## src/rtl/seg7_scan_mux.sv

```systemverilog
// Multiplexed seven-segment display driver.
// A prescaler produces a scan tick every DIV clocks; each tick advances the
// digit index and registers the anode, cathode and decimal-point pattern for
// the new digit. New display data is captured into a shadow buffer on load
// and only becomes visible at the next frame boundary (wrap to digit 0), so
// a frame never shows a mix of old and new data.
module seg7_scan_mux #(
  parameter int NUM_DIGITS = 4,
  parameter int DIV        = 250000
) (
  input  logic                    clk,
  input  logic                    rst,
  input  logic                    load,
  input  logic [4*NUM_DIGITS-1:0] digits_in,
  input  logic [NUM_DIGITS-1:0]   dp_in,
  input  logic [NUM_DIGITS-1:0]   blank_in,
  input  logic                    lz_en,
  output logic [6:0]              cathodes,
  output logic                    dp,
  output logic [NUM_DIGITS-1:0]   anodes,
  output logic                    pending,
  output logic                    frame_done
);

  localparam int CNT_W = (DIV > 1) ? $clog2(DIV) : 1;
  localparam int IDX_W = $clog2(NUM_DIGITS);
  localparam logic [CNT_W-1:0] CNT_MAX = CNT_W'(DIV - 1);
  localparam logic [IDX_W-1:0] IDX_MAX = IDX_W'(NUM_DIGITS - 1);

  // Segment pattern {g,f,e,d,c,b,a}, active-low, full hexadecimal set.
  function automatic logic [6:0] hex_to_seg(input logic [3:0] v);
    logic [6:0] seg;
    case (v)
      4'h0: seg = 7'b1000000;
      4'h1: seg = 7'b1111001;
      4'h2: seg = 7'b0100100;
      4'h3: seg = 7'b0110000;
      4'h4: seg = 7'b0011001;
      4'h5: seg = 7'b0010010;
      4'h6: seg = 7'b0000010;
      4'h7: seg = 7'b1111000;
      4'h8: seg = 7'b0000000;
      4'h9: seg = 7'b0010000;
      4'hA: seg = 7'b0001000;
      4'hB: seg = 7'b0000011;
      4'hC: seg = 7'b1000110;
      4'hD: seg = 7'b0100001;
      4'hE: seg = 7'b0000110;
      4'hF: seg = 7'b0001110;
    endcase
    return seg;
  endfunction

  // Scan state
  logic [CNT_W-1:0]        cnt_q, cnt_d;
  logic [IDX_W-1:0]        idx_q, idx_d;
  logic                    tick, wrap;

  // Active (displayed) and shadow (waiting) buffers
  logic [4*NUM_DIGITS-1:0] act_digits_q, act_digits_d;
  logic [NUM_DIGITS-1:0]   act_dp_q, act_dp_d;
  logic [NUM_DIGITS-1:0]   act_blank_q, act_blank_d;
  logic [4*NUM_DIGITS-1:0] sh_digits_q, sh_digits_d;
  logic [NUM_DIGITS-1:0]   sh_dp_q, sh_dp_d;
  logic [NUM_DIGITS-1:0]   sh_blank_q, sh_blank_d;
  logic                    pending_q, pending_d;

  // Registered display outputs and their next values
  logic [NUM_DIGITS-1:0]   anodes_q, anodes_d;
  logic [6:0]              cathodes_q, cathodes_d;
  logic                    dp_q, dp_d;
  logic                    frame_done_q;

  // Display-path helpers
  logic [NUM_DIGITS-1:0]   blank_vec;
  logic                    zero_above;
  logic [3:0]              sel_digit;
  logic                    sel_dp;
  logic                    sel_blank;

  // Prescaler, scan index and double-buffer next-state logic.
  // NOTE: every signal gets a default at the top of the always_comb so no
  // path leaves it unassigned; a missing default would infer a latch.
  always_comb begin
    tick         = (cnt_q == CNT_MAX);
    wrap         = tick && (idx_q == IDX_MAX);
    cnt_d        = tick ? '0 : cnt_q + 1'b1;
    idx_d        = idx_q;
    act_digits_d = act_digits_q;
    act_dp_d     = act_dp_q;
    act_blank_d  = act_blank_q;
    sh_digits_d  = sh_digits_q;
    sh_dp_d      = sh_dp_q;
    sh_blank_d   = sh_blank_q;
    pending_d    = pending_q;

    if (tick) begin
      idx_d = (idx_q == IDX_MAX) ? '0 : idx_q + 1'b1;
    end

    if (wrap && load) begin
      // Load on the boundary itself goes straight to the display.
      act_digits_d = digits_in;
      act_dp_d     = dp_in;
      act_blank_d  = blank_in;
      pending_d    = 1'b0;
    end else if (wrap && pending_q) begin
      act_digits_d = sh_digits_q;
      act_dp_d     = sh_dp_q;
      act_blank_d  = sh_blank_q;
      pending_d    = 1'b0;
    end else if (load) begin
      // Mid-frame load: park in the shadow, last load wins.
      sh_digits_d  = digits_in;
      sh_dp_d      = dp_in;
      sh_blank_d   = blank_in;
      pending_d    = 1'b1;
    end
  end

  // Pattern for the digit that becomes current on this tick, built from the
  // buffer contents that will be active after this edge.
  always_comb begin
    zero_above = 1'b1;
    blank_vec  = '0;
    sel_digit  = 4'h0;
    sel_dp     = 1'b0;
    sel_blank  = 1'b1;
    anodes_d   = '1;
    for (int k = NUM_DIGITS - 1; k >= 0; k--) begin
      zero_above   = zero_above && (act_digits_d[4*k +: 4] == 4'h0);
      blank_vec[k] = act_blank_d[k] || (lz_en && (k != 0) && zero_above);
    end
    for (int k = 0; k < NUM_DIGITS; k++) begin
      if (idx_d == IDX_W'(k)) begin
        sel_digit   = act_digits_d[4*k +: 4];
        sel_dp      = act_dp_d[k];
        sel_blank   = blank_vec[k];
        anodes_d[k] = blank_vec[k];
      end
    end
    cathodes_d = sel_blank ? 7'h7F : hex_to_seg(sel_digit);
    dp_d       = sel_blank ? 1'b1 : ~sel_dp;
  end

  // Scan and buffer state registers with synchronous active-low reset.
  // NOTE: state registers use non-blocking assignments only, so every
  // always_ff reads the pre-edge value of every register.
  // NOTE: the buffers are small flop arrays, not RAM, and are cleared on
  // reset so the first frame shows a defined, fully blanked display.
  always_ff @(posedge clk) begin
    if (!rst) begin
      cnt_q        <= '0;
      idx_q        <= IDX_MAX;
      act_digits_q <= '0;
      act_dp_q     <= '0;
      act_blank_q  <= '1;
      sh_digits_q  <= '0;
      sh_dp_q      <= '0;
      sh_blank_q   <= '1;
      pending_q    <= 1'b0;
    end else begin
      cnt_q        <= cnt_d;
      idx_q        <= idx_d;
      act_digits_q <= act_digits_d;
      act_dp_q     <= act_dp_d;
      act_blank_q  <= act_blank_d;
      sh_digits_q  <= sh_digits_d;
      sh_dp_q      <= sh_dp_d;
      sh_blank_q   <= sh_blank_d;
      pending_q    <= pending_d;
    end
  end

  // Output registers: display pattern changes only on scan ticks.
  always_ff @(posedge clk) begin
    if (!rst) begin
      anodes_q     <= '1;
      cathodes_q   <= 7'h7F;
      dp_q         <= 1'b1;
      frame_done_q <= 1'b0;
    end else begin
      frame_done_q <= wrap;
      if (tick) begin
        anodes_q   <= anodes_d;
        cathodes_q <= cathodes_d;
        dp_q       <= dp_d;
      end
    end
  end

  assign anodes     = anodes_q;
  assign cathodes   = cathodes_q;
  assign dp         = dp_q;
  assign pending    = pending_q;
  assign frame_done = frame_done_q;

endmodule
```

## config.mk

```make
export PLATFORM = sky130hd
export DESIGN_NAME = seg7_scan_mux
export DESIGN_NICKNAME = d
export VERILOG_FILES = /design/src/rtl/seg7_scan_mux.sv
export SDC_FILE = /design/constraint.sdc
export NUM_CORES = 1
export LEC_CHECK = 0
export CORE_UTILIZATION = 50
export CTS_BUF_LIST = sky130_fd_sc_hd__clkbuf_4 sky130_fd_sc_hd__clkbuf_8
export DETAILED_ROUTE_END_ITERATION = 8
export PLACE_DENSITY = 0.81
export SLEW_MARGIN = 20
export SYNTH_ARGS = -nofsm -noshare
export SYNTH_HDL_FRONTEND = slang
export SYNTH_SLANG_ARGS = --single-unit
```

## constraint.sdc

```tcl
create_clock -name clk -period 5.1 [get_ports clk]
set_input_delay 1.02 -clock clk [delete_from_list [all_inputs] [get_ports clk]]
set_output_delay 1.02 -clock clk [all_outputs]
set_load 0.1 [all_outputs]
```

---- After elaboration in Yosys (flattened, before gate mapping) ----
Memories as Yosys holds them, arrays and structs flattened.
Index checks and enable logic that the tools add are counted.
operators by class
  add/sub/neg operators ................... 2
  multipliers ............................. 0
  div/mod/pow operators ................... 0
  order comparisons ....................... 0
  equality and inequality tests ........... 5
  shift-type cells ........................ 0
  mux-type cells .......................... 25
  bitwise logic cells ..................... 4
  reduce and logical (&&, ||, !) cells .... 18
operators by type and width
  kind                                                              number
  16-bit two-way mux                                                2
  4-bit two-way mux                                                 8
  18-bit by 1-bit adder with 18-bit output (second input constant)  1
  18-bit == test (second input constant)                            1
  4-bit logical NOT                                                 3
  1-bit two-way mux                                                 12
  1-bit logical AND                                                 8
  7-bit two-way mux                                                 1
  2-bit == test (second input constant)                             3
  2-bit two-way mux                                                 2
  1-bit NOT                                                         4
  1-bit logical OR                                                  3
  3-bit AND reduction                                               1
  3-bit OR reduction                                                1
  2-bit by 1-bit adder with 2-bit output (second input constant)    1
  2-bit by 1-bit == test with 1-bit output (second input constant)  1
  2-bit logical NOT                                                 1
  2-bit OR reduction                                                1
storage, ports and cells
  flip-flop bits (word level) ............. 82
  latch bits .............................. 0
  RAM bits ................................ 0
  memory bits (read-only) ................. 112
  bits of input ports ..................... 28
  word-level logic and storage cells ...... 68
  memories kept ........................... 1
memories
  memory            depth  bits a word  rd ports  clocked after Yosys merged registers in  write ports  line  text
  (name not given)  16     7            1         0                                        0            33    case (v)

---- Depth between registers and ports, before layout ----
  word-level depth ........................ 14
  gate-level depth with buffers ........... 17
  gate-level depth less buffers ........... 14

---- Worst setup path after synthesis ----
Ideal clock, no wire load.
  path type ............................... register -> register
  start point ............................. reg cnt_q[13]
  end point ............................... reg cathodes_q[0], in the netlist cathodes[0]
  arrival ................................. 3.672 ns
  required time ........................... 4.983 ns
  path slack .............................. 1.311 ns
  stages on the path, launching flop included .. 14
  path buffers ............................ 1
  path through ............................ dfxtp_1 -> or4b_2 -> nor4_1 -> and2_1 -> clkbuf_1 -> mux2i_1 -> nor2_1 -> a221oi_1 -> o31a_1 -> inv_1 -> ha_1 -> nor3_1 -> a211oi_2 -> o22a_1
between the ends
  cells in the longest elaborated chain, start to end .. 14
  elaborated cells between the ends (all ways) .. 34
  those cells by class .................... eq/ne: 4; mux: 14; reduce/logical: 15; memory: 1
ends and longest elaborated chain
  what                                                                        line  text
  start, declared                                                             55    logic [CNT_W-1:0] cnt_q, cnt_d;
  start signal, assigned                                                      163   cnt_q <= cnt_d;
  18-bit == test (*)                                                          85    tick = (cnt_q == CNT_MAX);
  parallel branches: the longest is 13 deep, another holds memory 16 x 7 bit  --
  end signal, assigned                                                        186   cathodes_q <= cathodes_d;
  end, declared                                                               70    logic [6:0] cathodes_q, cathodes_d;
Every way passes the cells marked *.
A chain may end at the register's enable or synchronous reset.

---- Worst setup path after layout ----
  start point ............................. reg cnt_q[5]
  end point ............................... reg cathodes_q[0], in the netlist cathodes[0]
Same word-level chain as after synthesis.

==> impl_metrics.env <==
export IMPL_status="completed"
export IMPL_dp_hpwl_mm=6.385
export IMPL_finalSetupViolCount=0
export IMPL_slew_headroom=0.3374
export IMPL_clock_sinks=82
export IMPL_drt_iter0_markers=231
export IMPL_ys_flop_type="dfxtp_1"
export IMPL_cts_repair_resized=0
export IMPL_crit_type="reg -> reg"
export IMPL_maxCapViolCount=0
export IMPL_p_leak_nw=1.693
export IMPL_dp_cells=575
export IMPL_wl_mm=9.055
export IMPL_vdd_drop_max_v=0.0001448
export IMPL_timing_setup_tns_ns=0
export IMPL_area_growth_pct=16.24
export IMPL_reg2regPathDepth=13
export IMPL_ys_ff_latch=82
export IMPL_hold_buffers=0
export IMPL_synth_distinct_cells=52
export IMPL_start_util=0.5260
export IMPL_max_freq_ghz=0.2323
export IMPL_firstDrtPassIters=4
export IMPL_fin_cells=591
export IMPL_grt_max_degree=30
export IMPL_synthTopCellsByCount="nand2_1, dfxtp_1, nor2_1"
export IMPL_hp_class="reg -> reg"
export IMPL_io_buffer_count=41
export IMPL_post_drt_wl_per_cell_um=15.32
export IMPL_cp_slowest_cell="nor3_4"
export IMPL_synth_nets=485
export IMPL_post_route_drc_count=0
export IMPL_path_max_fanout=9
export IMPL_synth_edff_count=0
export IMPL_num_antenna_cells=0
export IMPL_start_kind="flop"
export IMPL_synth_area_leaders="dfxtp_1, nand2_1, mux2i_1, nor2_1, a21oi_1"
export IMPL_rows=31
export IMPL_synth_top_area_frac=0.4235
export IMPL_post_cts_buffers=0
export IMPL_cts_max_level=3
export IMPL_syn_cell_area_mm2=0.003876
export IMPL_ant_nets=0
export IMPL_drive_gt1_frac=0.08333
export IMPL_avgSynthCellArea_um2=8.595
export IMPL_grt_pass1_wl_mm=15.12
export IMPL_fin_crit_sh=0.8443
export IMPL_num_io_pins=42
export IMPL_yosysSeqAreaShare=0.4235
export IMPL_ys_warn_count=0
export IMPL_core_area_mm2=0.007370
export IMPL_fin_nets=521
export IMPL_r2r_end="cathodes[0]"
export IMPL_grt_overflow_total=0
export IMPL_insertion_delay_ns=0.35
export IMPL_clk_pin_slew_ns=0.09
export IMPL_synthDominantAreaCellType="dfxtp_1"
export IMPL_cts_buffers=9
export IMPL_dieArea_mm2=0.008108
export IMPL_rsz0062_at_grt="false"
export IMPL_vias_per_cell=5.577
export IMPL_critPathCaptureType="flop"
export IMPL_syn_inst=451
export IMPL_synth_most_common_cell="nand2_1"
export IMPL_cts_buffer_depth=2
export IMPL_cp_cell_sequence="or4b_4 -> or4_4 -> nor3_4 -> buf_4 -> mux2i_1 -> a21oi_1 -> a221oi_1 -> o31a_1 -> inv_1 -> ha_1 -> nor3_1 -> a211oi_2 -> o22a_1"
export IMPL_synth_async_reset_ratio=0
export IMPL_regToRegStartpoint="cnt_q[5]"
export IMPL_vias=3296
export IMPL_track_usage=0.2316
export IMPL_r2r_setup_slack_ns=0.79
export IMPL_fillers=632
export IMPL_clockRootBuffer="clkbuf_8"
export IMPL_required_ns=5.34
export IMPL_antenna_found_initial=0
export IMPL_grt_pass1_vias=3144
export IMPL_cp_arrival_ns=4.55
export IMPL_p_total_w=0.001161
export IMPL_die_x_um=90.05
export IMPL_period_needed_ns=4.306
export IMPL_worst_pin_slew_ns=0.9939
export IMPL_powerDensity_mw_per_mm2=257.7
export IMPL_globalplace_congestion=0.9388
export IMPL_tritoncts="built"
export IMPL_endpoint="cathodes[0]"
export IMPL_slew_violations=0
export IMPL_fin_skew_ns=0.009661
export IMPL_hold_viol=0
export IMPL_die_h_um=90.05
export IMPL_cp_slowest_stage_delay_ns=0.56
export IMPL_setup_worst_path_start="cnt_q[5]"
cell type report:
class                           instances  area (µm²)  area share
Clock buffer                           10       137.6     0.03055
Clock inverter                          6       42.54    0.009442
Inverter                                7       26.28    0.005832
Multi-Input combinational cell        340        2078      0.4613
Sequential cell                        82        1642      0.3643
Tap cell                               99       123.9     0.02749
Timing Repair Buffer                   47       455.4      0.1011
kinds of logic after synthesis:
family,count (synthesis),synth area share
AO/OA/AOI/OAI,78,0.1391
multiplexers,34,0.09006
AND/OR/NAND/NOR,205,0.2492
buffers and inverters,29,0.04035
XOR/XNOR,17,0.03841
adder cells (fa/ha/maj),6,0.01937
flip-flops,82,0.4235
report_power, final:
part,switching (W),internal [W]
Clock,0.000242,0.000190
Sequential,0.00000750,0.000653
Combinational,0.0000379,0.0000304
Total,0.000288,0.000873
worst min path at each step:
| stage | end | cells past startpoint | from | slack [ns] |
|---|---|---|---|---|
| 2_1_floorplan | cnt_q[0] | 1 | cnt_q[0] | 0.41 |
| 3_3_place_gp | cnt_q[0] | 1 | cnt_q[0] | 0.43 |
| 3_5_place_dp | cnt_q[0] | 1 | cnt_q[0] | 0.44 |
| 4_1_cts | cnt_q[0] | 1 | cnt_q[0] | 0.46 |
| 5_1_grt | sh_digits_q[13] | 2 | sh_digits_q[13] | 0.48 |
| 6_report | cnt_q[0] | 1 | cnt_q[0] | 0.46 |
stage by stage:
stage	area, µm²	setup slack (ns)	utilization	hold WS, ns
global route	4506	0.5477	0.6114	0.4786
floorplan	3876	1.311	-	0.4132
global placement	4325	0.9262	0.5869	0.4251
finish	4506	0.7943	0.6114	0.4550
detailed placement	4325	0.7851	0.5869	0.4374
CTS	4506	0.8079	0.6114	0.4556
registers in the layout, summed over array words and instances, names as in the netlist:
register	cells
cnt_q	18
act_digits_q	16
sh_digits_q	16
cathodes	7
act_blank_q	4
act_dp_q	4
anodes	4
sh_blank_q	4
sh_dp_q	4
idx_q	2
dp	1
frame_done	1
pending	1
metal layers:
layer,vias up,track usage,wire length [µm]
met4,0,0.07527,181
met3,18,0.05584,462
met1,1559,0.2980,4161
met2,94,0.3810,4249
met5,-,0,0
li1,1625,-,-
worst max-delay path, delay by kind of cell (launching register included):
| kind | cells | cell delay [ns] |
|---|---|---|
| mux | 1 | 0.20 |
| compound gates | 5 | 1.05 |
| flops | 1 | 0.38 |
| simple gates | 4 | 1.90 |
| fa+ha+maj | 1 | 0.24 |
| buf+inv | 2 | 0.42 |
cell usage in the layout, fill, tap and decap left out, types with 8 or more instances in the layout:
cell,synthesis,final
and3_1,8,8
o21ai_0,11,11
xor2_1,9,9
dfxtp_1,82,82
nand3_1,18,18
nor2_1,48,48
clkdlybuf4s50_1,0,41
o22a_1,8,8
and2_1,17,17
xnor2_1,8,8
nand2_1,88,88
mux2i_1,29,29
clkbuf_8,0,10
a21oi_1,34,34
Note: power is estimated with default switching activity, not from simulation.
